### src/rtl/mul_sequencer.sv
// Control sequencer for the shift-add multiplier datapath: clear, load multiplier,
// WIDTH add/shift iterations, then hand the product to the S-bus once granted.
module mul_sequencer #(
  parameter int WIDTH = 16
) (
  input  logic CLK,
  input  logic CLR,
  input  logic start,
  input  logic abort,
  input  logic s_grant,
  input  logic q_lsb,
  input  logic a_lsb,
  input  logic carry,
  output logic busy,
  output logic done,
  output logic s_req,
  output logic AND1_sw,
  output logic AND2_sw,
  output logic x_in,
  output logic u_in,
  output logic MUX1_sw,
  output logic MUX2_sw,
  output logic A_RW,
  output logic Q_RW,
  output logic A_CLK,
  output logic Q_CLK,
  output logic A_CLR,
  output logic Q_CLR,
  output logic ALS_mul
);

  localparam int CW = (WIDTH > 1) ? $clog2(WIDTH) : 1;
  localparam logic [CW-1:0] LAST = CW'(WIDTH - 1);

  typedef enum logic [2:0] {
    IDLE, CLEAR, LOADQ, ADD, SHIFT, XFER
  } state_t;

  state_t        r_state, w_next;
  logic [CW-1:0] r_cnt;
  logic          r_cq;
  logic          w_last;

  assign w_last = (r_cnt == LAST);

  always_ff @(posedge CLK) begin
    if (CLR) begin
      r_state <= IDLE;
      r_cnt   <= '0;
      r_cq    <= 1'b0;
    end else begin
      r_state <= w_next;
      case (r_state)
        CLEAR: begin
          r_cnt <= '0;
          r_cq  <= 1'b0;
        end
        ADD:   r_cq <= q_lsb & carry;
        // Hold at the terminal count; only CLEAR brings it back to zero.
        SHIFT: if (!w_last) r_cnt <= r_cnt + CW'(1);
        default: ;
      endcase
    end
  end

  always_comb begin
    w_next = r_state;
    case (r_state)
      IDLE:    if (start && !abort) w_next = CLEAR;
      CLEAR:   w_next = LOADQ;
      LOADQ:   w_next = ADD;
      ADD:     w_next = SHIFT;
      SHIFT:   w_next = w_last ? XFER : ADD;
      XFER:    if (s_grant) w_next = IDLE;
      default: w_next = IDLE;
    endcase
    if (abort && r_state != IDLE) w_next = IDLE;
  end

  always_comb begin
    busy    = (r_state != IDLE);
    done    = 1'b0;
    s_req   = 1'b0;
    AND1_sw = 1'b0;
    AND2_sw = 1'b0;
    x_in    = 1'b0;
    u_in    = 1'b0;
    MUX1_sw = 1'b0;
    MUX2_sw = 1'b0;
    A_RW    = 1'b0;
    Q_RW    = 1'b0;
    A_CLK   = 1'b0;
    Q_CLK   = 1'b0;
    A_CLR   = 1'b0;
    Q_CLR   = 1'b0;
    ALS_mul = 1'b0;
    case (r_state)
      CLEAR: begin
        A_CLR = 1'b1;
        Q_CLR = 1'b1;
      end
      LOADQ: begin
        Q_RW  = 1'b1;
        Q_CLK = 1'b1;
      end
      ADD: if (q_lsb) begin
        AND1_sw = 1'b1;
        A_RW    = 1'b1;
        A_CLK   = 1'b1;
      end
      SHIFT: begin
        MUX1_sw = 1'b1;
        MUX2_sw = 1'b1;
        A_CLK   = 1'b1;
        Q_CLK   = 1'b1;
        u_in    = r_cq;
        x_in    = a_lsb;
      end
      XFER: begin
        s_req   = 1'b1;
        AND2_sw = 1'b1;
        // A same-cycle abort suppresses the transfer.
        ALS_mul = s_grant && !abort;
        done    = s_grant && !abort;
      end
      default: ;
    endcase
  end

endmodule

### config.mk
export PLATFORM = sky130hd
export DESIGN_NAME = mul_sequencer
export DESIGN_NICKNAME = d
export VERILOG_FILES = /design/src/rtl/mul_sequencer.sv
export SDC_FILE = /design/constraint.sdc
export NUM_CORES = 1
export LEC_CHECK = 0
export ABC_CLOCK_PERIOD_IN_PS = 2000
export CAP_MARGIN = 20
export CORE_UTILIZATION = 40
export CTS_BUF_LIST = sky130_fd_sc_hd__clkbuf_4 sky130_fd_sc_hd__clkbuf_8
export CTS_CLUSTER_SIZE = 40
export DETAILED_ROUTE_END_ITERATION = 6
export HOLD_SLACK_MARGIN = 0.15
export PLACE_DENSITY_LB_ADDON = 0.3
export SLEW_MARGIN = 20
export SYNTH_ARGS = -nofsm -noshare
export SYNTH_HDL_FRONTEND = slang
export SYNTH_SLANG_ARGS = --single-unit
### constraint.sdc
create_clock -name CLK -period 2 [get_ports CLK]
set_input_delay 0.6 -clock CLK [delete_from_list [all_inputs] [get_ports CLK]]
set_output_delay 0.6 -clock CLK [all_outputs]
set_load 0.05 [all_outputs]
## After elaboration in Yosys (flattened, before gate mapping)

Index checks and enable logic that the tools add are counted.

| word-level totals | value |
|---|---|
| input port bits | 8 |
| word-level logic and storage cells | 44 |
| register bits after elaboration | 8 |

| operators by class | value |
|---|---|
| mux-type cells | 18 |
| bitwise logic cells | 1 |
| reductions and logical operators | 12 |
| add/sub/neg operators | 1 |
| equal/unequal tests | 9 |

Operator list:

| kind | count |
|---|---|
| $pmux W3 S6 | 1 |
| $mux W1 | 10 |
| $mux W3 | 3 |
| $pmux W4 S2 | 1 |
| $eq A3 B2 Y1 const B | 2 |
| $eq A3 B3 Y1 const B | 2 |
| $ne A2 B2 Y1 const B | 3 |
| $add A4 B1 Y4 const B | 1 |
| $eq A4 B4 Y1 const B | 1 |
| $mux W4 | 1 |
| $pmux W1 S2 | 2 |
| $reduce_and A2 Y1 | 2 |
| $reduce_bool A2 Y1 | 2 |
| $reduce_or A2 Y1 | 2 |
| $eq A3 B1 Y1 const B | 1 |
| $logic_and A1 B1 Y1 | 3 |
| $logic_not A3 Y1 | 1 |
| $reduce_bool A3 Y1 | 1 |
| $and A1 B1 Y1 | 1 |
| $logic_not A1 Y1 | 1 |

## Depth between registers and ports, before layout

| logic depth | value |
|---|---|
| depth in word-level cells | 4 |
| mapped depth | 5 |
| mapped depth without buffers | 4 |

## Worst setup path before layout

Ideal clock, no wire load.

| timing | value |
|---|---|
| path type | register to output |
| start | register r_state[1] |
| end | output port Q_CLK |
| data required time | 1,400 ps |
| path buffers | 1 |
| slack | -929 ps |
| data arrival time | 2,329 ps |
| cell stages (with the launch flop) | 5 |
| cells stage by stage | dfxtp_1 clkbuf_1 inv_1 nor3_1 nand2b_1 |

| on the way | value |
|---|---|
| cells in the longest elaborated chain, start to end | 3 |
| elaborated cells on any way between the ends | 4 |
| classes of those cells | eq/ne (2); mux (1); reduce/logical (1) |

RTL lines:

| what | RTL line | text |
|---|---|---|
| start, declared | 39 | `state_t r_state, w_next;` |
| start signal, assigned | 52 | `r_state <= w_next;` |
| $eq A3 B3 Y1 or $eq A3 B2 Y1 (tied branches) | 97 | `case (r_state)` |
| $reduce_or A2 Y1 (no line) * | - |  |
| $mux W1 * | 97 |  |
| end, declared | 26 | `output logic Q_CLK,` |

Every way passes the cells marked *; elsewhere a longest branch is shown, timed or not.

## Worst setup path in the final report

| timing | value |
|---|---|
| start | register r_state[0] |
| end | output port x_in |

| on the way | value |
|---|---|
| cells in the longest elaborated chain, start to end | 2 |

RTL lines:

| what | RTL line | text |
|---|---|---|
| $eq A3 B3 Y1 | 97 |  |
| $mux W1 | 97 |  |
| end, declared | 19 | `output logic x_in,` |

Every way passes these cells.

==> results.md <==
* Area of the multi-input gates at 353 um^2
* Register area share after synthesis at between 20 and 30%
* CP Data Required Time at between 1 and 1.5 ns
* Reg2reg start: r_cnt[0]
* CTS tree: built
* Ys Warns at 0
* Non-filler instance count after layout at 108
* Final hold vios at 0
* Clk slew on worst S/H paths at about 0.060 ns
* Initial antenna violation count at 0
* WHS Path Cells at 2
* WL/cell at roughly 17 um
* Failing checks: setup timing
* Area grow syn2layout at 92.2%
* Worst-Margin Slew at ~0.4 ns
* Cell Area, Placed at between 900 and 1000 um^2
* Startpoint Class: register
* First-pass GRT wire length at about 2500 um
* Diode count at 0
* Netlist cell types at 32
* Relative slew margins at between 70% and 80%
* Mean Syn Cell Area at 8.35 um^2
* Die Ht at between 30 and 40 um
* # nets final at approximately 110
* Worst VDD drop at 0.000673 V
* Pwr Density at between 400 and 500 nW/um^2
* CTS H-tree depth at 1
* Max-slew violations at 0
* I/O Buffers at 23
* Hold_buf cts at 0
* P_int at a little over 0.0003 W
* Register bit total from synthesis at 8
* Period utilisation layout at 101%
* FF-to-FF path depth at 4
* Vias in the first global route at approximately 580
* CTS Buf Count at 3
* Reg-to-Reg End: r_cnt[3]
* Synthesized cell area at 543 um^2
* Share of the synthesized area in the top cell type at ~29%
* Drt pass-1 iters at 4
* Max-capacitance violation count at 0
* Max frequency at 494 MHz
* Hold path start: r_cnt[3]
* Core Area at roughly 1200 um^2
* Share of layout cells above drive strength 1 at 52.1%
* Largest net degree at the start of global routing at 11
* Gate power share at roughly 36%
* Sw Share at roughly a third
* ANT nets after route at 0
* Initial drt markers at 8
* Skew-Pair Late Insertion Delay at about 0.25 ns
* GRT Residual Overflow at 0
* Leak at 0.423 nW
* Setup tns final at -0.0555 ns
* Critical path peak fanout at 6
* Outcome: finished, violations left
* Global placer's final weighted congestion at just under 0.8
* Setup Skew at 0.00406 ns
* Syn nets at 74
* Placed insts at 102
* Residual DRC at 0
* NetSw at around 0.00015 W
* Die area at ~1500 um^2
* Starting Density at 45.8%
* Hold Crit Class: reg -> reg
* Crit Path Class: reg -> out
* Global Route Usage Sum at around 25%
* Seq pwr share at between 30% and 40%
* Sink Count at 8
* Post-layout util at 88.0%
* Detailed-route via count at between 600 and 700
* Clock power frac at 27.0%
* Hpwl dp at 1260 um
* I/O pins at 24
* Crit path capture type: primary output
* CTS max path bufs at 2
* Clock root buffer: clkbuf_4
* Worst path arrival time at about 1.4 ns
* Total chip power at 0.000464 W
* Design area at roughly 1000 um^2
* Hold EP: r_cnt[3]
* Largest cells by area after synthesis: dfxtp_1 (29%), buf_4 (6.9%), a21oi_1 (4.6%)
* Synth area leader: dfxtp_1
* Crit path time final at 2.02 ns
* Fill cell count at 60
* FF/Latch Area at 166 um^2
* Mapped Cells at 65
* Placement Rows at 12
* Unrepaired setup endpoints after global routing: yes
* Setup violators final at 3
* Final wirelength at ~1900 um
* Reg2reg setup slack at ~0.33 ns
* Via-per-instance ratio at roughly 5.8
* Worst Setup Slack, final at -0.0241 ns
* Die Width at a little under 40 um
-- repair_timing --
item                       CTS  global route
resized for setup           14             4
setup endpoints to repair   13            11
pin swaps                    5             1
setup buffers                2             1
-- registers in the layout, summed over array words and instances (netlist names) --
| name | count |
|---|---|
| r_cnt | 4 |
| r_cq | 1 |
| r_state | 3 |
-- metrics by stage --
step	hold WS [ns]	setup slack (ns)
detailed placement	0.514	-0.316
global route	0.531	-0.0770
global placement	0.487	-0.280
CTS	0.524	-0.0276
floorplan	0.468	0.00606
finish	0.517	-0.0241
-- per-layer routing --
layer / routed length, um / GRT usage, %
met1: 692 / 28.2
met2: 1090 / 47.9
met3: 85 / 4.62
met4: 17 / 7.76
met5: 0 / 0
-- kinds of logic after synthesis --
group,after synthesis,share of synthesized area [%]
AND/OR/NAND/NOR,26,32.0
XOR/XNOR,1,1.61
buffers and inverters,12,12.2
AO/OA/AOI/OAI,17,22.3
flip-flops,8,29.5
adder cells (fa/ha/maj),1,2.30
-- cell usage after synthesis, drive strengths merged --
master  number
clkbuf       1
o211a        1
and4b        1
a21oi        5
and2         2
or4          2
or3b         2
o21a         1
a211oi       3
and3b        1
buf          7
nor3         2
o211ai       2
nand3        2
o41ai        1
or3          2
xnor2        1
o31ai        1
or2          1
and4         1
nand2b       4
nor2         2
ha           1
and3         3
nand4b       1
o21ai        1
dfxtp        8
a22oi        2
inv          4
-- power groups by stage --
stage / sequential (W) / combinational [W] / clock [W]
after floorplan: 0.000170 / 0.0000954 / 0
after global placement: 0.000174 / 0.000152 / 0
after detailed placement: 0.000175 / 0.000155 / 0
after CTS: 0.000172 / 0.000154 / 0.000123
after global routing: 0.000173 / 0.000173 / 0.000143
final: 0.000172 / 0.000166 / 0.000125
-- critical path, cell delays in order (launching register included) --
cell and delay [ns]:
dfxtp_2 0.35, or3b_4 0.42, clkinvlp_4 0.11, and2_4 0.16
buf_12 0.13
-- how the worst max path moves through the flow --
stage / start / to / slack [ns] / cells past startpoint
floorplan: r_state[0] / done / 0.006 / 4
global placement: q_lsb / A_CLK / -0.28 / 4
detailed placement: q_lsb / A_CLK / -0.32 / 4
CTS: r_state[1] / MUX1_sw / -0.03 / 4
global route: r_state[0] / x_in / -0.08 / 4
finish: r_state[0] / x_in / -0.02 / 4
-- cell usage in the layout (no fill, tap or decap), drive strengths merged, types with 3 or more instances in the layout --
cell type,count
nand2b,4
a211oi,3
buf,28
dfxtp,8
and3,3
a21oi,5
clkbuf,3
clkdlybuf4s50,4
-- area by class of cell --
type	instances	share of cell area, %
timing repair buffer	34	44.0
clock buffer	3	2.16
tap	14	1.68
multi-input combinational	45	33.8
sequential	8	15.9
inverter	4	2.40
No activity file was read; power rests on OpenSTA's default activity.
